===== src/rtl/stream_demux_1ton.sv =====
// ============================================================================
// Module      : stream_demux_1ton
// Description : 1-to-N valid/ready stream demultiplexer with explicit-select
//               and round-robin routing, one registered entry per channel.
// Revision    : 1.0 - initial release
// ============================================================================
`default_nettype none

module stream_demux_1ton #(
    parameter int DATA_W = 5,
    parameter int N_CH   = 4,
    parameter int SEL_W  = (N_CH > 2) ? $clog2(N_CH) : 1
) (
    input  logic                     clk,
    input  logic                     rst,
    input  logic                     mode,
    input  logic [SEL_W-1:0]         sel,
    input  logic                     in_valid,
    output logic                     in_ready,
    input  logic [DATA_W-1:0]        in_data,
    output logic [N_CH-1:0]          out_valid,
    input  logic [N_CH-1:0]          out_ready,
    output logic [N_CH*DATA_W-1:0]   out_data,
    output logic [SEL_W-1:0]         rr_ptr,
    output logic [7:0]               drop_cnt
);

    localparam logic [SEL_W-1:0] c_last_ch = SEL_W'(N_CH - 1);

    logic [SEL_W-1:0]       w_tgt;
    logic                   w_tgt_ok;
    logic                   w_slot_free;
    logic                   w_in_ready;
    logic                   w_accept;

    logic [N_CH-1:0]        r_valid;
    logic [N_CH*DATA_W-1:0] r_data;
    logic [SEL_W-1:0]       r_rr;
    logic [7:0]             r_drop;

    // Scan channels instead of indexing r_valid[w_tgt]: an explicit select can
    // exceed N_CH-1 when N_CH is not a power of two.
    always_comb begin
        w_tgt       = mode ? r_rr : sel;
        w_tgt_ok    = 1'b0;
        w_slot_free = 1'b0;
        for (int i = 0; i < N_CH; i++) begin
            if (w_tgt == SEL_W'(i)) begin
                w_tgt_ok    = 1'b1;
                w_slot_free = !r_valid[i] || out_ready[i];
            end
        end
    end

    assign w_in_ready = !rst && (!w_tgt_ok || w_slot_free);
    assign w_accept   = in_valid && w_in_ready;

    generate
        for (genvar i = 0; i < N_CH; i++) begin : g_ch
            logic w_load;
            assign w_load = w_accept && (w_tgt == SEL_W'(i));

            // A reload in the same cycle as a pop replaces the entry with no bubble.
            always_ff @(posedge clk) begin
                if (rst) begin
                    r_valid[i]                  <= 1'b0;
                    r_data[i*DATA_W +: DATA_W]  <= '0;
                end else if (w_load) begin
                    r_valid[i]                  <= 1'b1;
                    r_data[i*DATA_W +: DATA_W]  <= in_data;
                end else if (r_valid[i] && out_ready[i]) begin
                    r_valid[i]                  <= 1'b0;
                    r_data[i*DATA_W +: DATA_W]  <= '0;
                end
            end
        end
    endgenerate

    always_ff @(posedge clk) begin
        if (rst) begin
            r_rr <= '0;
        end else if (w_accept && mode) begin
            r_rr <= (r_rr == c_last_ch) ? '0 : r_rr + SEL_W'(1);
        end
    end

    always_ff @(posedge clk) begin
        if (rst) begin
            r_drop <= 8'd0;
        end else if (w_accept && !w_tgt_ok && (r_drop != 8'hFF)) begin
            r_drop <= r_drop + 8'd1;
        end
    end

    assign in_ready  = w_in_ready;
    assign out_valid = r_valid;
    assign out_data  = r_data;
    assign rr_ptr    = r_rr;
    assign drop_cnt  = r_drop;

endmodule

`default_nettype wire

===== config.mk =====
export PLATFORM = sky130hd
export DESIGN_NAME = stream_demux_1ton
export DESIGN_NICKNAME = d
export VERILOG_FILES = /design/src/rtl/stream_demux_1ton.sv
export SDC_FILE = /design/constraint.sdc
export NUM_CORES = 1
export LEC_CHECK = 0
export BUFFER_PORTS_ARGS = -buffer_cell sky130_fd_sc_hd__buf_2
export CAP_MARGIN = 20
export CELL_PAD_IN_SITES_DETAIL_PLACEMENT = 1
export CELL_PAD_IN_SITES_GLOBAL_PLACEMENT = 2
export CORE_MARGIN = 2
export CORE_UTILIZATION = 30
export DETAILED_ROUTE_END_ITERATION = 16
export PLACE_DENSITY = 0.86
export SKIP_LAST_GASP = 1
export SLEW_MARGIN = 20
export SYNTH_ARGS = -nofsm -noshare
export SYNTH_HDL_FRONTEND = slang
export SYNTH_SLANG_ARGS = --single-unit
export TNS_END_PERCENT = 50

===== constraint.sdc =====
create_clock -name clk -period 4.7 [get_ports clk]
set_clock_uncertainty 0.1 [all_clocks]
set_input_delay 0.47 -clock clk [delete_from_list [all_inputs] [get_ports clk]]
set_output_delay 0.47 -clock clk [all_outputs]
set_load 0.005 [all_outputs]

==> out/results.tsv, run 1 <==
metric	value	unit
end_kind	output pin	
viasPerCell	4.68	
synth-seq-cells	34	
cts_tree	done	
cap_violations	0	
grt_max_degree	31	
timing.slew.headroom	58.6	%
syn_area	1330	um2
post_cts_resized	0	
cp.required	4.13	ns
die_x	70.5	um
final-seq-area	681	um2
synth_ff_type	dfxtp_1	
drive_gt1_share	35.9	%
hold_class	primary input to flip-flop	
clk_transition_reported_paths	0.07	ns
setup_violations	0	
die_h	70.5	um
num_rows	24	
syn_area_per_cell	10.4	um2
wire_per_inst	14.5	um
fin_crit	2.42	ns
grt_pass1_vias	1120	
crit_path_max_fanout	5	
holdBufCountCts	0	
p_leak	0.867	nW
fin_tns_setup	0	ns
postCtsSetupBuffers	0	
antenna_found_initial	0	
htreeDepth	2	
cts.path.max_buffers	2	
tightest_slew	0.615	ns
n_fill_cell	513	
path_class	primary input to output pin	
synth_edf_count	0	
path_delay_family	compound AO/OA/AOI/OAI gates	
ios	50	
numCtsBuffers	5	
place_inst	225	
layout.nets	196	
rsz0062_at_grt	no	
total_power	0.564	mW
fmax	413	MHz
postSynthCellCount	127	
root_buffer	clkbuf_8	
status	finished clean	
vias	1091	
ant_nets	0	
core_area	4290	um2
slowest_delay	0.54	ns
powerDensity	329	nW/um2
hold_viol_final	0	
startpoint_type	primary input	
async_reset_ff_share	0	%
syn_nets	143	
antenna_cells	0	
arrival	1.85	ns
cp_common_cell	buf_2	
ir_drop	0.000227	V
routabilityCongestion	0.733	
multiInputGateArea	623	um2
finish.utilization	39.9	%
routed_wl	3370	um
clock_sinks	34	
dp.final_hpwl	2600	um
grt.total_usage	14.4	%
crit_chain	buf_2 -> mux2_4 -> mux2i_1 -> a2111oi_4 -> buf_2	
period_share	51.5	%
drc	0	
drt_pass1_iterations	4	
overflow	0	
areaGrowthSynthToFinish	29.2	%
yosysWarnings	0	
dr.first_iter.drc_count	26	
crit_buf_inv	2	
dieArea	4970	um2
ys_seq_area_share	51.3	%
grt_pass1_wl	5510	um
numPortBuffers	49	
maxSlewViolCount	0	
start_util	30.9	%
clock_latency	0.28	ns
slowest_stage	a2111oi_4	
instances_no_fill	233	
synth.distinct_cells	27	
[layer usage]
metal	routed length [um]	global-route usage [%]
met1	1460	17.1
met2	1640	24.0
met3	223	5.05
met4	42	5.13
met5	0	0
[metrics by stage]
| stage | setup slack [ns] | hold WS [ns] | cell area (um2) |
|---|---|---|---|
| global route | 2.16 | 0.366 | 1710 |
| floorplan | 2.45 | 0.355 | 1330 |
| global placement | 2.28 | 0.346 | 1620 |
| detailed placement | 2.20 | 0.354 | 1620 |
| finish | 2.28 | 0.361 | 1710 |
| CTS | 2.26 | 0.354 | 1710 |
[worst paths after layout]
check / from / end / slack [ns] / cells past startpoint
worst max-delay path: mode / in_ready / 2.28 / 5
worst min-delay path: in_data[4] / out_data[19] / 0.36 / 3
worst max register to register: rr_ptr[1] / rr_ptr[0] / 2.52 / 5
worst min register to register: out_data[5] / out_data[5] / 0.36 / 2
[worst reg2reg max path, delay by kind of cell, from the launching register on]
| family | cells | cell delay (ns) |
|---|---|---|
| AND/OR/NAND/NOR | 1 | 0.29 |
| multiplexers | 3 | 0.80 |
| flip-flops | 1 | 0.35 |
| AO/OA/AOI/OAI | 1 | 0.54 |
[sequential cells by signal (all words and copies together), names as in the netlist]
name       flops
drop_cnt       8
out_data      20
out_valid      4
rr_ptr         2
[cell usage after synthesis, drive strengths merged, types with 5 or more instances]
library cell	instances	area (um2)
dfxtp	34	681
mux2i	18	184
nor2	7	26.3
nand2b	9	56.3
a21oi	8	40.0
a22oi	5	37.5
nand2	15	56.3
nor2b	9	56.3
[cell families (layout without fill, tap and decap cells)]
| group | count (synthesis) | in the layout | share of synthesized area, % |
|---|---|---|---|
| buffers and inverters | 5 | 59 | 1.70 |
| DFF | 34 | 34 | 51.3 |
| adders and majority gates | 1 | 1 | 0.943 |
| muxes | 20 | 20 | 15.8 |
| and+or+nand+nor | 51 | 51 | 21.3 |
| AOI/OAI and AO/OA | 16 | 16 | 8.87 |
[cell usage in the layout (no fill, tap or decap), types with 5 or more instances in the layout]
cell type,n
nand2_1,15
buf_2,49
clkbuf_8,6
a21oi_1,8
nor2b_1,9
mux2i_1,17
a22oi_1,5
nand2b_1,9
dfxtp_1,34
nor2_1,7
[area by class of cell]
cell class | instances | area share, %
Clock inverter | 1 | 0.292
Tap cell | 52 | 3.80
Multi-Input combinational cell | 88 | 36.4
Clock buffer | 7 | 5.04
Timing Repair Buffer | 49 | 14.3
Inverter | 2 | 0.438
Sequential cell | 34 | 39.7
[report_power, final]
| part | total [mW] | switching, mW | internal (mW) |
|---|---|---|---|
| registers | 0.298 | 0.00389 | 0.294 |
| clock network | 0.218 | 0.0999 | 0.118 |
| logic | 0.0482 | 0.0273 | 0.0209 |
Note: power is estimated with default switching activity, not from simulation.
==> run 2: changes to the inputs <==
ABC_AREA = 1   (was default)
CORE_UTILIZATION = 26   (was 30)
PLACE_DENSITY = 0.81   (was 0.86)
clock period = 2.4 ns   (was 4.7 ns; I/O delays follow)
==> out/results.tsv, run 2 <==
metric	value	unit	change
status	finished clean		unchanged
crit_buf_inv	3		was 2
fin_ws	0.603	ns	was 2.28 ns
pre_cts_slack	0.760	ns	was 2.20 ns
cts.path.max_buffers	2		unchanged
cts_tree	done		unchanged
ios	50		unchanged
fin_tns_setup	0	ns	unchanged
tightest_slew	0.339	ns	was 0.615 ns
synth-seq-cells	34		unchanged
dr.first_iter.drc_count	48		was 26
final_common_cell	buf_2		unchanged
path_class	flip-flop to output pin		was primary input to output pin
final-seq-area	681	um2	unchanged
synth_area_leaders	dfxtp_1 (48%), nand2_1 (10%), a21oi_1 (8.8%), nand3_1 (7.4%), inv_1 (6.0%)		was dfxtp_1 (51%), mux2i_1 (13%), nand2_1 (4.2%), nand2b_1 (4.2%), nor2b_1 (4.2%)
rsz0062_at_grt	no		unchanged
htreeDepth	2		unchanged
dp.final_hpwl	2910	um	was 2600 um
ir_drop	0.000247	V	was 0.000227 V
drc	0		unchanged
power.internal	0.844	mW	was 0.433 mW
synth_top_cell_by_area	dfxtp_1		unchanged
drt_pass1_iterations	4		unchanged
crit_chain	nand2_1 -> nand2_4 -> nand3_2 -> nand2_1 -> clkinv_2 -> nand2_1 -> inv_1 -> buf_2		was buf_2 -> mux2_4 -> mux2i_1 -> a2111oi_4 -> buf_2
dieArea	6100	um2	was 4970 um2
netlist.area_leader.share	47.7	%	was 51.3%
core_area	5200	um2	was 4290 um2
synth_ff_type	dfxtp_1		unchanged
clock_latency	0.28	ns	about the same
hold_class	primary input to flip-flop		unchanged
synth.most_common_cell	nand2_1		was dfxtp_1
fmax	556	MHz	
yosysWarnings	0		unchanged
root_buffer	clkbuf_8		unchanged
period_share	74.9	%	
antenna_found_initial	0		unchanged
syn_area_per_cell	7.76	um2	was 10.4 um2
postCtsSetupBuffers	0		unchanged
fin_crit	1.80	ns	
numCtsBuffers	5		unchanged
holdBufCountCts	0		unchanged
die_x	78.1	um	was 70.5 um
layout.nets	253		was 196
slowest_delay	0.42	ns	was 0.54 ns
syn_nets	200		was 143
grt.total_usage	13.6	%	was 14.4%
place_inst	300		was 225
share_comb_of_total_power	10.2	%	was 8.5%
cp_common_cell	nand2_1		was buf_2
syn_area	1430	um2	was 1330 um2
swShare	25.2	%	was 23.2%
largest_register_ff_count	20		unchanged
multiInputGateArea	637	um2	was 623 um2
grt_pass1_wl	6570	um	was 5510 um
ys_seq_area_share	47.7	%	was 51.3%
vias	1347		was 1,091
grt_pass1_vias	1384		was 1,120
overflow	0		unchanged
slowest_stage	dfxtp_1		was a2111oi_4
startpoint_type	flip-flop		was primary input
pwr-share-seq	51.3	%	was 52.8%
num_rows	26		was 24
maxSlewViolCount	0		unchanged
end_kind	output pin		unchanged
p_sw	0.285	mW	was 0.131 mW
clock_sinks	34		unchanged
hold_viol_final	0		unchanged
grt_max_degree	34		was 31
post_cts_resized	0		unchanged
path_delay_family	simple AND/OR/NAND/NOR gates		was compound AO/OA/AOI/OAI gates
postSynthCellCount	184		was 127
timing.slew.headroom	77.4	%	was 58.6%
clk_transition_reported_paths	0.07	ns	about the same
cap_violations	0		unchanged
cp.required	2.06	ns	was 4.13 ns
setup_violations	0		unchanged
drive_gt1_share	31.1	%	was 35.9%
p_leak	0.821	nW	was 0.867 nW
ant_nets	0		unchanged
synth_edf_count	0		unchanged
n_fill_cell	679		was 513
die_h	78.1	um	was 70.5 um
instances_no_fill	308		was 233
start_util	27.4	%	was 30.9%
crit_path_max_fanout	7		was 5
synth.distinct_cells	18		was 27
numPortBuffers	49		unchanged
routabilityCongestion	0.747		was 0.733
arrival	1.46	ns	was 1.85 ns
async_reset_ff_share	0	%	unchanged
antenna_cells	0		unchanged
pwr-share-clk	38.5	%	was 38.6%
wire_per_inst	12.4	um	was 14.5 um
final_cell_mix	buf_2 (49), nand2_1 (39), dfxtp_1 (34)		was buf_2 (49), dfxtp_1 (34), mux2i_1 (17)
finish.utilization	35.4	%	was 39.9%
areaGrowthSynthToFinish	29.2	%	about the same
powerDensity	612	nW/um2	was 329 nW/um2
routed_wl	3820	um	was 3370 um
viasPerCell	4.37		was 4.68
synth_common_cells	nand2_1 (39), dfxtp_1 (34), a21oi_1 (25), inv_1 (23), nand3_1 (21)		was dfxtp_1 (34), mux2i_1 (17), nand2_1 (15), nand2b_1 (9), nor2b_1 (9)
[run 2: metal layers]
layer,up-vias,global-route usage (%),routed length [um]
met1,612,17.6,1860
li1,696,-,-
met2,33,20.7,1630
met3,6,5.17,277
met5,-,0,0
met4,0,4.56,48
[run 2: path summary, 6_finish.rpt]
kind	from	end	slack [ns]	cells after the start
worst min-delay path	rst	out_valid[3]	0.14	3
worst max register to register	rr_ptr[0]	out_data[14]	0.78	7
worst max-delay path	rr_ptr[0]	in_ready	0.60	8
worst min register to register	drop_cnt[5]	drop_cnt[5]	0.32	2
[run 2: power groups by stage]
| stage | clock, mW | combinational (mW) | sequential (mW) |
|---|---|---|---|
| final | 0.435 | 0.115 | 0.580 |
| after global placement | 0 | 0.116 | 0.593 |
| after floorplan | 0 | 0.0679 | 0.593 |
| after CTS | 0.453 | 0.117 | 0.580 |
| after global routing | 0.481 | 0.131 | 0.581 |
| after detailed placement | 0 | 0.117 | 0.593 |
[run 2: layout make-up]
type / instances / area share, %
Timing Repair Buffer: 50 / 13.7
Inverter: 25 / 5.16
Clock buffer: 7 / 4.68
Sequential cell: 34 / 36.9
Multi-Input combinational cell: 121 / 34.5
Tap cell: 70 / 4.75
Clock inverter: 1 / 0.271
[run 2: metrics by stage]
step,instance area (um2),hold slack (ns),power [mW]
final,1840,0.140,1.13
after global routing,1840,0.145,1.19
after CTS,1840,0.128,1.15
after detailed placement,1750,0.313,0.710
after global placement,1750,0.307,0.709
after floorplan,1430,0.287,0.661
[run 2: kinds of logic (layout without fill, tap and decap cells)]
logic type      count (synthesis)  count (layout)  share of synthesized area [%]
simple gates                   93              93                           33.8
fa+ha+maj                       1               1                          0.876
compound gates                 27              27                           9.90
buf+inv                        29              83                           7.71
flops                          34              34                           47.7
[run 2: worst min-delay path: cells and delay by family]
family,cells,cell delay (ns)
AO/OA/AOI/OAI,1,0.09
buffers and inverters,2,0.15
